**config.mk**
```make
export PLATFORM = sky130hd
export DESIGN_NAME = branch_issue_queue_flat
export DESIGN_NICKNAME = d
export VERILOG_FILES = /design/src/rtl/branch_issue_queue_if.sv /design/src/rtl/branch_issue_queue.sv /design/src/flat_wrapper.sv
export SDC_FILE = /design/constraint.sdc
export NUM_CORES = 1
export LEC_CHECK = 0
export BUFFER_PORTS_ARGS = -buffer_cell sky130_fd_sc_hd__buf_4
export CAP_MARGIN = 5
export CELL_PAD_IN_SITES_DETAIL_PLACEMENT = 0
export CELL_PAD_IN_SITES_GLOBAL_PLACEMENT = 1
export CORE_UTILIZATION = 48
export DETAILED_ROUTE_END_ITERATION = 6
export GPL_TIMING_DRIVEN = 0
export HOLD_SLACK_MARGIN = 0.03
export MAX_ROUTING_LAYER = met4
export PLACE_DENSITY_LB_ADDON = 0.1
export REMOVE_ABC_BUFFERS = 1
export SLEW_MARGIN = 0
export SYNTH_ARGS = -nofsm -noshare
export SYNTH_HDL_FRONTEND = slang
export SYNTH_SLANG_ARGS = --single-unit
export TNS_END_PERCENT = 1
```
**constraint.sdc**
```tcl
create_clock -name clk -period 4.3 [get_ports clk]
set_clock_uncertainty 0.05 [all_clocks]
set_input_delay 1.29 -clock clk [delete_from_list [all_inputs] [get_ports clk]]
set_output_delay 1.29 -clock clk [all_outputs]
set_load 0.01 [all_outputs]
```
**src/rtl/branch_issue_queue_if.sv**
```systemverilog
// Dispatch / CDB / issue bundle for branch_issue_queue.
interface branch_issue_queue_if #(
   parameter int unsigned DEPTH  = 4,
   parameter int unsigned TAG_W  = 4,
   parameter int unsigned DATA_W = 16
);
   localparam int unsigned CNT_W = $clog2(DEPTH + 1);

   logic              disp_valid;
   logic              disp_ready;
   logic [3:0]        disp_opcode;
   logic [TAG_W-1:0]  disp_rob;
   logic              disp_a_rdy;
   logic              disp_t_rdy;
   logic [TAG_W-1:0]  disp_a_tag;
   logic [TAG_W-1:0]  disp_t_tag;
   logic [DATA_W-1:0] disp_a_val;
   logic [DATA_W-1:0] disp_t_val;
   logic              cdb_valid;
   logic [TAG_W-1:0]  cdb_tag;
   logic [DATA_W-1:0] cdb_val;
   logic              flush;
   logic              iss_valid;
   logic [3:0]        iss_opcode;
   logic [TAG_W-1:0]  iss_rob;
   logic [DATA_W-1:0] iss_va;
   logic [DATA_W-1:0] iss_vt;
   logic [CNT_W-1:0]  count;

   modport master (
      output disp_valid, disp_opcode, disp_rob, disp_a_rdy, disp_t_rdy,
             disp_a_tag, disp_t_tag, disp_a_val, disp_t_val,
             cdb_valid, cdb_tag, cdb_val, flush,
      input  disp_ready, iss_valid, iss_opcode, iss_rob, iss_va, iss_vt, count
   );

   modport slave (
      input  disp_valid, disp_opcode, disp_rob, disp_a_rdy, disp_t_rdy,
             disp_a_tag, disp_t_tag, disp_a_val, disp_t_val,
             cdb_valid, cdb_tag, cdb_val, flush,
      output disp_ready, iss_valid, iss_opcode, iss_rob, iss_va, iss_vt, count
   );
endinterface

```
**src/rtl/branch_issue_queue.sv**
```systemverilog
// Age-ordered, compacted branch reservation station with CDB wakeup and oldest-ready issue.
// Optional macro BRANCH_IQ_BYPASS_EN: ready dispatch issues directly when nothing stored is ready.
module branch_issue_queue #(
   parameter int unsigned DEPTH  = 4,
   parameter int unsigned TAG_W  = 4,
   parameter int unsigned DATA_W = 16
) (
   input logic                clk,
   input logic                rst_n,
   branch_issue_queue_if.slave bus
);
   localparam int unsigned CNT_W = $clog2(DEPTH + 1);

   typedef struct packed {
      logic [3:0]        opcode;
      logic [TAG_W-1:0]  rob;
      logic              a_rdy;
      logic [TAG_W-1:0]  a_tag;
      logic [DATA_W-1:0] a_val;
      logic              t_rdy;
      logic [TAG_W-1:0]  t_tag;
      logic [DATA_W-1:0] t_val;
   } entry_t;

   entry_t            ent_q [DEPTH];
   entry_t            ent_d [DEPTH];
   entry_t            woke  [DEPTH];
   entry_t            new_e;
   entry_t            sel_e;
   logic [DEPTH-1:0]  sel_oh;
   logic              sel_found;
   logic              shift;
   logic              disp_fire;
   logic              byp;
   logic [CNT_W-1:0]  count_q, count_d, cnt_after;
   logic              iss_valid_q, iss_valid_d;
   logic [3:0]        iss_opcode_q, iss_opcode_d;
   logic [TAG_W-1:0]  iss_rob_q, iss_rob_d;
   logic [DATA_W-1:0] iss_va_q, iss_va_d;
   logic [DATA_W-1:0] iss_vt_q, iss_vt_d;

   // Capture a broadcast into any still-pending operand of an entry.
   function automatic entry_t capture(input entry_t e, input logic v,
                                      input logic [TAG_W-1:0] tag,
                                      input logic [DATA_W-1:0] val);
      entry_t r = e;
      if (v && !e.a_rdy && (e.a_tag == tag)) begin
         r.a_rdy = 1'b1;
         r.a_val = val;
      end
      if (v && !e.t_rdy && (e.t_tag == tag)) begin
         r.t_rdy = 1'b1;
         r.t_val = val;
      end
      return r;
   endfunction

   assign bus.disp_ready = (count_q != CNT_W'(DEPTH)) && !bus.flush;
   assign disp_fire      = bus.disp_valid && bus.disp_ready;

   always_comb begin
      new_e = '{opcode: bus.disp_opcode, rob: bus.disp_rob,
                a_rdy: bus.disp_a_rdy, a_tag: bus.disp_a_tag, a_val: bus.disp_a_val,
                t_rdy: bus.disp_t_rdy, t_tag: bus.disp_t_tag, t_val: bus.disp_t_val};
      new_e = capture(new_e, bus.cdb_valid, bus.cdb_tag, bus.cdb_val);
      sel_found    = 1'b0;
      sel_e        = '0;
      sel_oh       = '0;
      iss_valid_d  = 1'b0;
      iss_opcode_d = iss_opcode_q;
      iss_rob_d    = iss_rob_q;
      iss_va_d     = iss_va_q;
      iss_vt_d     = iss_vt_q;

      // Select uses registered ready bits; wakeup results only land in next state.
      for (int unsigned i = 0; i < DEPTH; i++) begin
         woke[i] = capture(ent_q[i], bus.cdb_valid, bus.cdb_tag, bus.cdb_val);
         if (!sel_found && (CNT_W'(i) < count_q) && ent_q[i].a_rdy && ent_q[i].t_rdy) begin
            sel_found = 1'b1;
            sel_oh[i] = 1'b1;
            sel_e     = ent_q[i];
         end
      end

`ifdef BRANCH_IQ_BYPASS_EN
      byp = disp_fire && bus.disp_a_rdy && bus.disp_t_rdy && !sel_found;
`else
      byp = 1'b0;
`endif

      for (int unsigned i = 0; i < DEPTH; i++) ent_d[i] = woke[i];
      shift = 1'b0;
      for (int unsigned i = 0; i < DEPTH - 1; i++) begin
         shift = shift | sel_oh[i];
         if (shift) ent_d[i] = woke[i+1];
      end

      cnt_after = count_q - CNT_W'(sel_found);
      if (disp_fire && !byp) begin
         for (int unsigned i = 0; i < DEPTH; i++) begin
            if (CNT_W'(i) == cnt_after) ent_d[i] = new_e;
         end
      end
      count_d = cnt_after + CNT_W'(disp_fire && !byp);

      if (sel_found) begin
         iss_valid_d  = 1'b1;
         iss_opcode_d = sel_e.opcode;
         iss_rob_d    = sel_e.rob;
         iss_va_d     = sel_e.a_val;
         iss_vt_d     = sel_e.t_val;
      end else if (byp) begin
         iss_valid_d  = 1'b1;
         iss_opcode_d = new_e.opcode;
         iss_rob_d    = new_e.rob;
         iss_va_d     = new_e.a_val;
         iss_vt_d     = new_e.t_val;
      end

      if (bus.flush) begin
         count_d     = '0;
         iss_valid_d = 1'b0;
      end
   end

   always_ff @(posedge clk or negedge rst_n) begin
      if (!rst_n) begin
         for (int unsigned i = 0; i < DEPTH; i++) ent_q[i] <= '0;
         count_q      <= '0;
         iss_valid_q  <= 1'b0;
         iss_opcode_q <= '0;
         iss_rob_q    <= '0;
         iss_va_q     <= '0;
         iss_vt_q     <= '0;
      end else begin
         for (int unsigned i = 0; i < DEPTH; i++) ent_q[i] <= ent_d[i];
         count_q      <= count_d;
         iss_valid_q  <= iss_valid_d;
         iss_opcode_q <= iss_opcode_d;
         iss_rob_q    <= iss_rob_d;
         iss_va_q     <= iss_va_d;
         iss_vt_q     <= iss_vt_d;
      end
   end

   assign bus.count      = count_q;
   assign bus.iss_valid  = iss_valid_q;
   assign bus.iss_opcode = iss_opcode_q;
   assign bus.iss_rob    = iss_rob_q;
   assign bus.iss_va     = iss_va_q;
   assign bus.iss_vt     = iss_vt_q;
endmodule

```
**src/flat_wrapper.sv**
```systemverilog
// flat-port wrapper written by rule: the top's interface ports become plain ports
module branch_issue_queue_flat 
#(
   parameter int unsigned DEPTH  = 4,
   parameter int unsigned TAG_W  = 4,
   parameter int unsigned DATA_W = 16
)
  (clk, rst_n, bus_disp_valid, bus_disp_opcode, bus_disp_rob, bus_disp_a_rdy, bus_disp_t_rdy, bus_disp_a_tag, bus_disp_t_tag, bus_disp_a_val, bus_disp_t_val, bus_cdb_valid, bus_cdb_tag, bus_cdb_val, bus_flush, bus_disp_ready, bus_iss_valid, bus_iss_opcode, bus_iss_rob, bus_iss_va, bus_iss_vt, bus_count);
  branch_issue_queue_if #(.DEPTH(DEPTH), .TAG_W(TAG_W), .DATA_W(DATA_W)) bus_i ();
  input logic clk;
  input logic rst_n;
  input wire logic [$bits(bus_i.disp_valid)-1:0] bus_disp_valid;
  input wire logic [$bits(bus_i.disp_opcode)-1:0] bus_disp_opcode;
  input wire logic [$bits(bus_i.disp_rob)-1:0] bus_disp_rob;
  input wire logic [$bits(bus_i.disp_a_rdy)-1:0] bus_disp_a_rdy;
  input wire logic [$bits(bus_i.disp_t_rdy)-1:0] bus_disp_t_rdy;
  input wire logic [$bits(bus_i.disp_a_tag)-1:0] bus_disp_a_tag;
  input wire logic [$bits(bus_i.disp_t_tag)-1:0] bus_disp_t_tag;
  input wire logic [$bits(bus_i.disp_a_val)-1:0] bus_disp_a_val;
  input wire logic [$bits(bus_i.disp_t_val)-1:0] bus_disp_t_val;
  input wire logic [$bits(bus_i.cdb_valid)-1:0] bus_cdb_valid;
  input wire logic [$bits(bus_i.cdb_tag)-1:0] bus_cdb_tag;
  input wire logic [$bits(bus_i.cdb_val)-1:0] bus_cdb_val;
  input wire logic [$bits(bus_i.flush)-1:0] bus_flush;
  output wire logic [$bits(bus_i.disp_ready)-1:0] bus_disp_ready;
  output wire logic [$bits(bus_i.iss_valid)-1:0] bus_iss_valid;
  output wire logic [$bits(bus_i.iss_opcode)-1:0] bus_iss_opcode;
  output wire logic [$bits(bus_i.iss_rob)-1:0] bus_iss_rob;
  output wire logic [$bits(bus_i.iss_va)-1:0] bus_iss_va;
  output wire logic [$bits(bus_i.iss_vt)-1:0] bus_iss_vt;
  output wire logic [$bits(bus_i.count)-1:0] bus_count;
  assign bus_i.disp_valid = bus_disp_valid;
  assign bus_i.disp_opcode = bus_disp_opcode;
  assign bus_i.disp_rob = bus_disp_rob;
  assign bus_i.disp_a_rdy = bus_disp_a_rdy;
  assign bus_i.disp_t_rdy = bus_disp_t_rdy;
  assign bus_i.disp_a_tag = bus_disp_a_tag;
  assign bus_i.disp_t_tag = bus_disp_t_tag;
  assign bus_i.disp_a_val = bus_disp_a_val;
  assign bus_i.disp_t_val = bus_disp_t_val;
  assign bus_i.cdb_valid = bus_cdb_valid;
  assign bus_i.cdb_tag = bus_cdb_tag;
  assign bus_i.cdb_val = bus_cdb_val;
  assign bus_i.flush = bus_flush;
  assign bus_disp_ready = bus_i.disp_ready;
  assign bus_iss_valid = bus_i.iss_valid;
  assign bus_iss_opcode = bus_i.iss_opcode;
  assign bus_iss_rob = bus_i.iss_rob;
  assign bus_iss_va = bus_i.iss_va;
  assign bus_iss_vt = bus_i.iss_vt;
  assign bus_count = bus_i.count;
  branch_issue_queue #(.DEPTH(DEPTH), .TAG_W(TAG_W), .DATA_W(DATA_W)) u_core (.clk(clk), .rst_n(rst_n), .bus(bus_i));
endmodule
```
======== Yosys cells after proc, flatten, opt, wreduce, memory -nomap -nowiden ========
Index checks and enable logic that the tools add are counted.
Widths: inputs -> output; s select.
cells by class
  add/sub/neg operators ................... 2
  reductions and logical operators ........ 49
  order comparisons ....................... 4
  equality and inequality tests ........... 14
  mux-type cells .......................... 41
  bitwise gates (word level) .............. 2
operators by type and width
  operator            number
  $mux 50             11
  $mux 200            1
  $mux 16             10
  $eq 4x4->1          10
  $logic_and 1x1->1   33
  $mux 1              18
  $logic_not 1->1     14
  $eq 2x3->1 const A  2
  $lt 1x3->1 const A  2
  $lt 2x3->1 const A  2
  $add 3x1->3         1
  $eq 1x3->1 const A  1
  $logic_not 3->1     1
  $mux 3              1
  $ne 3x3->1 const B  1
  $sub 3x1->3         1
  $or 1x1->1          2
  $reduce_and 2->1    1
storage, ports and cells
  bits of input ports ..................... 75
  flip-flop bits (word level) ............. 244

======== Longest topological paths before layout ========
Gate-level depths: netlist of the first run.
  depth in word-level cells ............... 23
  depth in mapped cells ................... 18

======== Worst setup path before layout of the first run ========
OpenSTA, ideal clock, no wires.
  kind .................................... register to register
  start point ............................. register u_core.count_q[2] (netlist: u_core.bus.count[2])
  end point ............................... register, netlist name u_core.ent_q[27]
  arrival time ............................ 3.571 ns
  cell stages (with the launch flop) ...... 16
  slack ................................... 0.560 ns
  data required time ...................... 4.131 ns
  library setup time ...................... 0.119 ns
  path buffers ............................ 4
  cells stage by stage .................... dfrtp_1 buf_6 o311ai_2 buf_4 o21ai_4 nor2_2 nand2_1 clkbuf_1 ha_1 ha_1 nor4b_1 o21ai_2 nor3_1 a21oi_4 buf_6 o21a_1
RTL lines
  item                    line                       source
  from (decl)             branch_issue_queue.sv:35   logic [CNT_W-1:0] count_q, count_d, cnt_after;
  from (signal assigned)  branch_issue_queue.sv:137  count_q <= count_d;

==> results of run 1 <==
==> registers in the layout, summed over array words and instances, names as in the netlist <==
name                   count
u_core.bus.iss_vt         16
u_core.ent_q             200
u_core.bus.count           3
u_core.bus.iss_valid       1
u_core.bus.iss_opcode      4
u_core.bus.iss_va         16
u_core.bus.iss_rob         4
==> final cells by class <==
type,count,area (µm²)
sequential,244,6110
multi-input combinational,948,7250
clock buffer,40,847
timing repair buffer,191,1920
inverter,61,229
tap,378,473
clock inverter,11,155
fill,2401,11200
==> metrics by stage <==
| stage | power [mW] | hold WS (ns) |
|---|---|---|
| after floorplan | 8.39 | 0.412 |
| after global placement | 10.5 | 0.433 |
| after detailed placement | 10.9 | 0.436 |
| after CTS | 14.2 | 0.451 |
| after global routing | 15.1 | 0.491 |
| final | 14.5 | 0.449 |
==> routing by layer <==
metal / vias up / share of wire (%) / global-route usage, %
met3: 143 / 9.1 / 6.00
met1: 6497 / 42 / 48.0
met5: - / 0 / -
met4: 0 / 3.5 / 12.4
li1: 5554 / - / -
met2: 800 / 46 / 55.1
==> cell families after synthesis <==
kind of cell    Yosys count
xor+xnor                 27
flops                   244
compound gates          609
fa+ha+maj                 4
simple gates            254
mux                      49
buf+inv                 204
==> placed cells by master (no fill, tap or decap), drive strengths merged, types with 5 or more instances in the layout <==
| master | n |
|---|---|
| xnor2 | 25 |
| o221a | 63 |
| nand3b | 6 |
| o21a | 38 |
| o22a | 32 |
| clkinv | 7 |
| mux2i | 49 |
| a211oi | 96 |
| o221ai | 42 |
| dfrtp | 244 |
| a21oi | 22 |
| nand2b | 15 |
| nand3 | 6 |
| a21o | 41 |
| o2111ai | 5 |
| o21ai | 78 |
| nor2b | 8 |
| o22ai | 19 |
| nor2 | 51 |
| nor3 | 21 |
| a2bb2oi | 40 |
| a31oi | 65 |
| nand2 | 129 |
| buf | 188 |
| clkbuf | 42 |
| inv | 61 |
| o32a | 48 |
==> worst max-delay path: cells and delay by family, from the launching register on <==
kind,cells,cell delay (ns)
AOI/OAI and AO/OA,6,1.03
and+or+nand+nor,3,0.64
DFF,1,0.52
adders and majority gates,2,0.54
buffers and inverters,6,1.28
==> worst paths after layout <==
| check | from | end | depth (start not counted) |
|---|---|---|---|
| worst min register to register | u_core.ent_q[44]$_DFFE_PN0P_ | u_core.ent_q[44]$_DFFE_PN0P_ | 2 |
| worst min-delay path | u_core.ent_q[44]$_DFFE_PN0P_ | u_core.ent_q[44]$_DFFE_PN0P_ | 2 |
| worst max register to register | u_core.bus.count[2]$_DFF_PN0_ | u_core.ent_q[163]$_DFF_PN0_ | 17 |
| worst max-delay path | u_core.bus.count[2]$_DFF_PN0_ | u_core.ent_q[163]$_DFF_PN0_ | 17 |
| min in group asynchronous | rst_n | u_core.bus.count[2]$_DFF_PN0_ | 1 |
| max in group asynchronous | rst_n | u_core.ent_q[75]$_DFF_PN0_ | 2 |
==> power by group through the flow <==
stage	Combinational [mW]	Sequential, mW	Clock (mW)
2_1_floorplan	4.11	4.28	0
3_5_place_dp	6.46	4.44	0
3_3_place_gp	6.05	4.42	0
4_1_cts	7.10	4.43	2.64
6_report	7.38	4.47	2.62
5_1_grt	7.83	4.59	2.73
==> repair_timing <==
action	4_1_cts	5_1_grt
setup buffers	35	2
endpoints found under the setup margin	203	119
cloned	6	2
hold buffers	0	0
pin swaps	13	3
resized for setup	35	8
==> results.md, run 1 <==
* Arr. time, crit path at 4.64 ns
* Synth Area in XOR/XNOR at 1.70%
* Pins Over Slew Limit at 0
* Final setup viols at 0
* Power share of the clock group at 18.1%
* I/O pin count at 120
* Max Cap Viol at 0
* Worst-Skew Late Latency at 0.56 ns
* CTS tree: done
* Die Footprint at 29700 µm²
* Reg-to-reg slack, setup at 0.05 ns
* Pint at 8.57 mW
* Sequential element share of the synthesized area at 43.8%
* Synth Area in Compound Gates at 35.5%
* Synth Area in Simple Gates at 8.31%
* Static Leak at 7.29 nW
* Share of layout cells above drive strength 1 at 24.5%
* Crit-path slowest cell: dfrtp_2
* Post-synth top cells: dfrtp_1, nand2_1, a211oi_1
* Final worst setup slack at 0.0515 ns
* Syn Inst Count at 1391
* Clk sinks at 244
* Remaining antenna violation count after routing at 0
* Die X at 172 µm
* Drt via density at 6.94
* H-Tree Depth at 1
* Core Region at 28200 µm²
* Synth Flop Type: dfrtp_1
* Mapped cell area at 13900 µm²
* Final Util at 60.3%
* Worst-Margin Slew at 1.36 ns
* Hold Crit Class: reg -> reg
* Ys async rst share at 100%
* Part of the cycle the worst path needs at 98.8%
* Clock slew at reported path FFs at 0.06 ns
* FMAX at 0.235 GHz
* Slew HR at 9.32%
* CTS Buf Count at 28
* Crit path max fanout at 25
* Critical Path Most Common Cell: buf_12
* Starting Density at 49.4%
* Startpoint types: flip-flop
* CTS Buffer Depth at 3
* Yosys top cell area share at 43.8%
* Synthesized flop and latch total at 244
* Sw frac at 40.8%
* Comb pwr share at 51.0%
* Design Area, Final at 17000 µm²
* Area growth, synth to finish at 22.0%
* Global-route wire length before repair at 77800 µm
* Ant diodes at 0
* Setup CP Type: reg -> reg
* PortBufs at 119
* Non-Filler Instances at 1873
* Pre-CTS WS at -3.18 ns
* Status: finished, final reports clean
* Max VDD drop at 401 µV
* Library cells used by synthesis at 71
* Initial antenna violation count at 0
* Largest family of logic cells by synthesized area: compound AO/OA/AOI/OAI gates
* Fin crit period at 4.25 ns
* Mux contribution to synthesized area at 3.52%
* RSZ-0062 raised after global routing: true
* Largest net degree at the start of global routing at 108
* Pwr dens at 852 nW/µm²
* Inst Count DP at 1775
* Clk root buf: clkbuf_16
* Worst-path cell chain: o311ai_4 > buf_8 > o21ai_4 > buf_16 > nor2_4 > buf_12 > nand2_8 > buf_12 > ha_2 > ha_4 > and4b_2 > o21a_4 > buf_16 > o21ai_4 > buf_12 > o32a_1 > o221a_2
* Adder-Cell Fraction of Synth Area at 0.359%
* Die Height at 172 µm
* WL/cell at 27.4 µm
* Crit path largest cell delay at 0.52 ns
* Total track usage at 35.9%
* DR iter-0 viols at 1495
* Routed vias at 13.0k
* Setup_tns at 0 ns
* Nets@finish at 1553
* Synthesis warning total at 0
* Critical Path End Type: flip-flop
* Required @ worst endpoint at 4.69 ns
* Sequential power share at 30.9%
* Syn_area_per_cell at 10.0 µm²
* Endpoints failing hold at 0
* Placed cell area at 15200 µm²
* Final GP Congestion at 0.799
* Drt drc at 0
* Drt pass-1 iters at 6
* Post-synth EDFFs at 0
* Area contributors post-synth: dfrtp_1, a211oi_1, o221a_2
* Largest area contributor in the netlist: dfrtp_1
* NetSw at 5.90 mW
* # rows at 61
* Overflow after GRT at 0
* Vias in the first global route at 12.6k
* Most numerous cell in the Yosys netlist: dfrtp_1
* Placed wire-length estimate at 28800 µm
* Drt total wl at 51300 µm
No activity file was read; power rests on OpenSTA's default activity.
==> inputs of run 2 (changes only) <==
--- a/config.mk
+++ b/config.mk
@@ -9,10 +9,11 @@
 export CAP_MARGIN = 5
 export CELL_PAD_IN_SITES_DETAIL_PLACEMENT = 0
 export CELL_PAD_IN_SITES_GLOBAL_PLACEMENT = 1
-export CORE_UTILIZATION = 48
+export CORE_UTILIZATION = 49
+export CTS_BUF_LIST = sky130_fd_sc_hd__clkbuf_2 sky130_fd_sc_hd__clkbuf_4 sky130_fd_sc_hd__clkbuf_8
 export DETAILED_ROUTE_END_ITERATION = 6
 export GPL_TIMING_DRIVEN = 0
-export HOLD_SLACK_MARGIN = 0.03
+export HOLD_SLACK_MARGIN = 0.02
 export MAX_ROUTING_LAYER = met4
 export PLACE_DENSITY_LB_ADDON = 0.1
 export REMOVE_ABC_BUFFERS = 1
==> results.md, run 2 (synthesis gave the netlist of run 1 again) <==
* Status: finished, final reports clean
* Max VDD drop at 409 µV (+2.0%)
* Drt pass-1 iters at 6 (unchanged)
* Starting Density at 50.0% (+0.54 points)
* Final setup viols at 0 (unchanged)
* Fin crit period at 4.26 ns (+0.00893 ns)
* FMAX at 0.235 GHz (-0.21%)
* Area growth, synth to finish at 19.1%
* Clk sinks at 244 (unchanged)
* Startpoint types: flip-flop
* Die Footprint at 29100 µm² (-2.0%)
* Setup CP Type: reg -> reg
* Worst-path cell chain: o311ai_4 > buf_12 > o21ai_4 > buf_16 > nor2_4 > nand2_8 > buf_12 > ha_1 > ha_4 > and4b_2 > o21a_4 > buf_16 > o21ai_4 > buf_12 > o32a_1 > o221a_2
* Max Cap Viol at 0 (unchanged)
* Final GP Congestion at 0.806 (+0.81%)
* Setup_tns at 0 ns (unchanged)
* Largest net degree at the start of global routing at 113 (+4.6%)
* CTS Buf Count at 44 (+57%)
* Nets@finish at 1551 (-0.13%)
* Vias in the first global route at 12.4k (-1.7%)
* Pwr dens at 831 nW/µm² (-2.4%)
* Worst-Margin Slew at 1.33 ns (-0.0221 ns)
* Share of layout cells above drive strength 1 at 25.0% (+0.42 points)
* Inst Count DP at 1775 (unchanged)
* Part of the cycle the worst path needs at 99.0% (+0.21 points)
* Required @ worst endpoint at 4.68 ns (about the same)
* Die X at 171 µm (-1.0%)
* Final Util at 59.5% (-0.81 points)
* PortBufs at 119 (unchanged)
* CTS tree: done
* Area of the multi-input gates at 7210 µm² (-0.64%)
* Critical Path End Type: flip-flop
* Crit path launch: u_core.bus.count[0]$_DFF_PN0_
* Hold path start: u_core.ent_q[48]$_DFFE_PN0P_
* Clock slew at reported path FFs at 0.06 ns (about the same)
* Largest Register: u_core.ent_q
* H-Tree Depth at 2 (+1)
* Worst r2r src: u_core.bus.count[0]$_DFF_PN0_
* Crit path largest cell delay at 0.47 ns (-0.05 ns)
* Crit path max fanout at 27 (+8.0%)
* Most frequent cells in the layout: dfrtp_1, buf_4, nand2_1
* Drt total wl at 50400 µm (-1.6%)
* Ant diodes at 0 (unchanged)
* WL/cell at 26.9 µm (-1.8%)
* Crit-path slowest cell: dfrtp_2
* CTS Buffer Depth at 3 (unchanged)
* # fillers at 2419 (+0.75%)
* Placed wire-length estimate at 28400 µm (-1.7%)
* I/O pin count at 120 (unchanged)
* Reg area at 6110 µm² (unchanged)
* Max reg flops at 200 (unchanged)
* Drt drc at 0 (unchanged)
* DR iter-0 viols at 1332 (-11%)
* Clk root buf: clkbuf_8
* Reg-to-reg slack, setup at 0.04 ns (about the same)
* Most common cell after layout, fill and taps aside: dfrtp_1
* Hold Crit Class: reg -> reg
* Endpoints failing hold at 0 (unchanged)
* Overflow after GRT at 0 (unchanged)
* Arr. time, crit path at 4.64 ns (about the same)
* Remaining antenna violation count after routing at 0 (unchanged)
* Total track usage at 35.3% (-0.57 points)
* Static Leak at 7.15 nW (-2.0%)
* Critical Path Most Common Cell: buf_12
* Initial antenna violation count at 0 (unchanged)
* Drt via density at 6.82 (-1.7%)
* Core Region at 27900 µm² (-1.1%)
* Worst-Skew Late Latency at 0.56 ns (about the same)
* Die Height at 171 µm (-1.0%)
* Pins Over Slew Limit at 0 (unchanged)
* Slew HR at 10.8% (+1.5 points)
* Routed vias at 12.8k (-1.5%)
* # rows at 61 (unchanged)
* Non-Filler Instances at 1876 (+0.16%)
* Global-route wire length before repair at 75500 µm (-2.9%)
run 2: final timing paths:
path / end / cells after the start
max: u_core.ent_q[159]$_DFF_PN0_ / 16
min: u_core.ent_q[48]$_DFFE_PN0P_ / 2
max reg2reg: u_core.ent_q[159]$_DFF_PN0_ / 16
min reg2reg: u_core.ent_q[48]$_DFFE_PN0P_ / 2
max in group asynchronous: u_core.ent_q[102]$_DFF_PN0_ / 2
min in group asynchronous: u_core.bus.iss_valid$_DFF_PN0_ / 1
run 2: critical path, delay by kind of cell (launching register included):
family	cells	cell delay [ns]
buffers and inverters	5	1.06
AND/OR/NAND/NOR	3	0.71
AO/OA/AOI/OAI	6	1.12
adder cells (fa/ha/maj)	2	0.64
flip-flops	1	0.47
run 2: cell type report:
cell class | instances | area share, %
sequential | 244 | 36.8
tap | 378 | 2.85
timing repair buffer | 172 | 10.3
clock buffer | 71 | 5.10
clock inverter | 1 | 0.0528
inverter | 61 | 1.38
multi-input combinational | 949 | 43.5
run 2: report_power, final:
group	internal [mW]	switching [mW]
combinational	3.25	3.84
sequential	3.53	0.946
clock	1.23	0.984
run 2: stage by stage:
step                power, mW  hold slack [ns]  worst slack, ns  area, µm²
floorplan                8.39            0.412            -5.95      13200
global placement         10.5            0.429           -15.77      14600
detailed placement       10.9            0.431            -2.68      15200
CTS                      13.5            0.446          0.00291      16400
global route             14.4            0.465          -0.0145      16600
finish                   13.8            0.445           0.0426      16600
run 2: layer usage:
metal / routed length [µm] / up-vias / global-route usage, %
li1: - / 5547 / -
met1: 21700 / 6438 / 47.2
met2: 23100 / 714 / 53.5
met3: 4160 / 98 / 5.94
met4: 1490 / 0 / 13.9
met5: 0 / - / -
run 2: what timing repair did:
item	in CTS	in global routing
buffers inserted	16	5
cloned	6	1
hold buffers	0	0
setup endpoints to repair	203	114
gates resized for setup	32	7
pin swaps	10	3
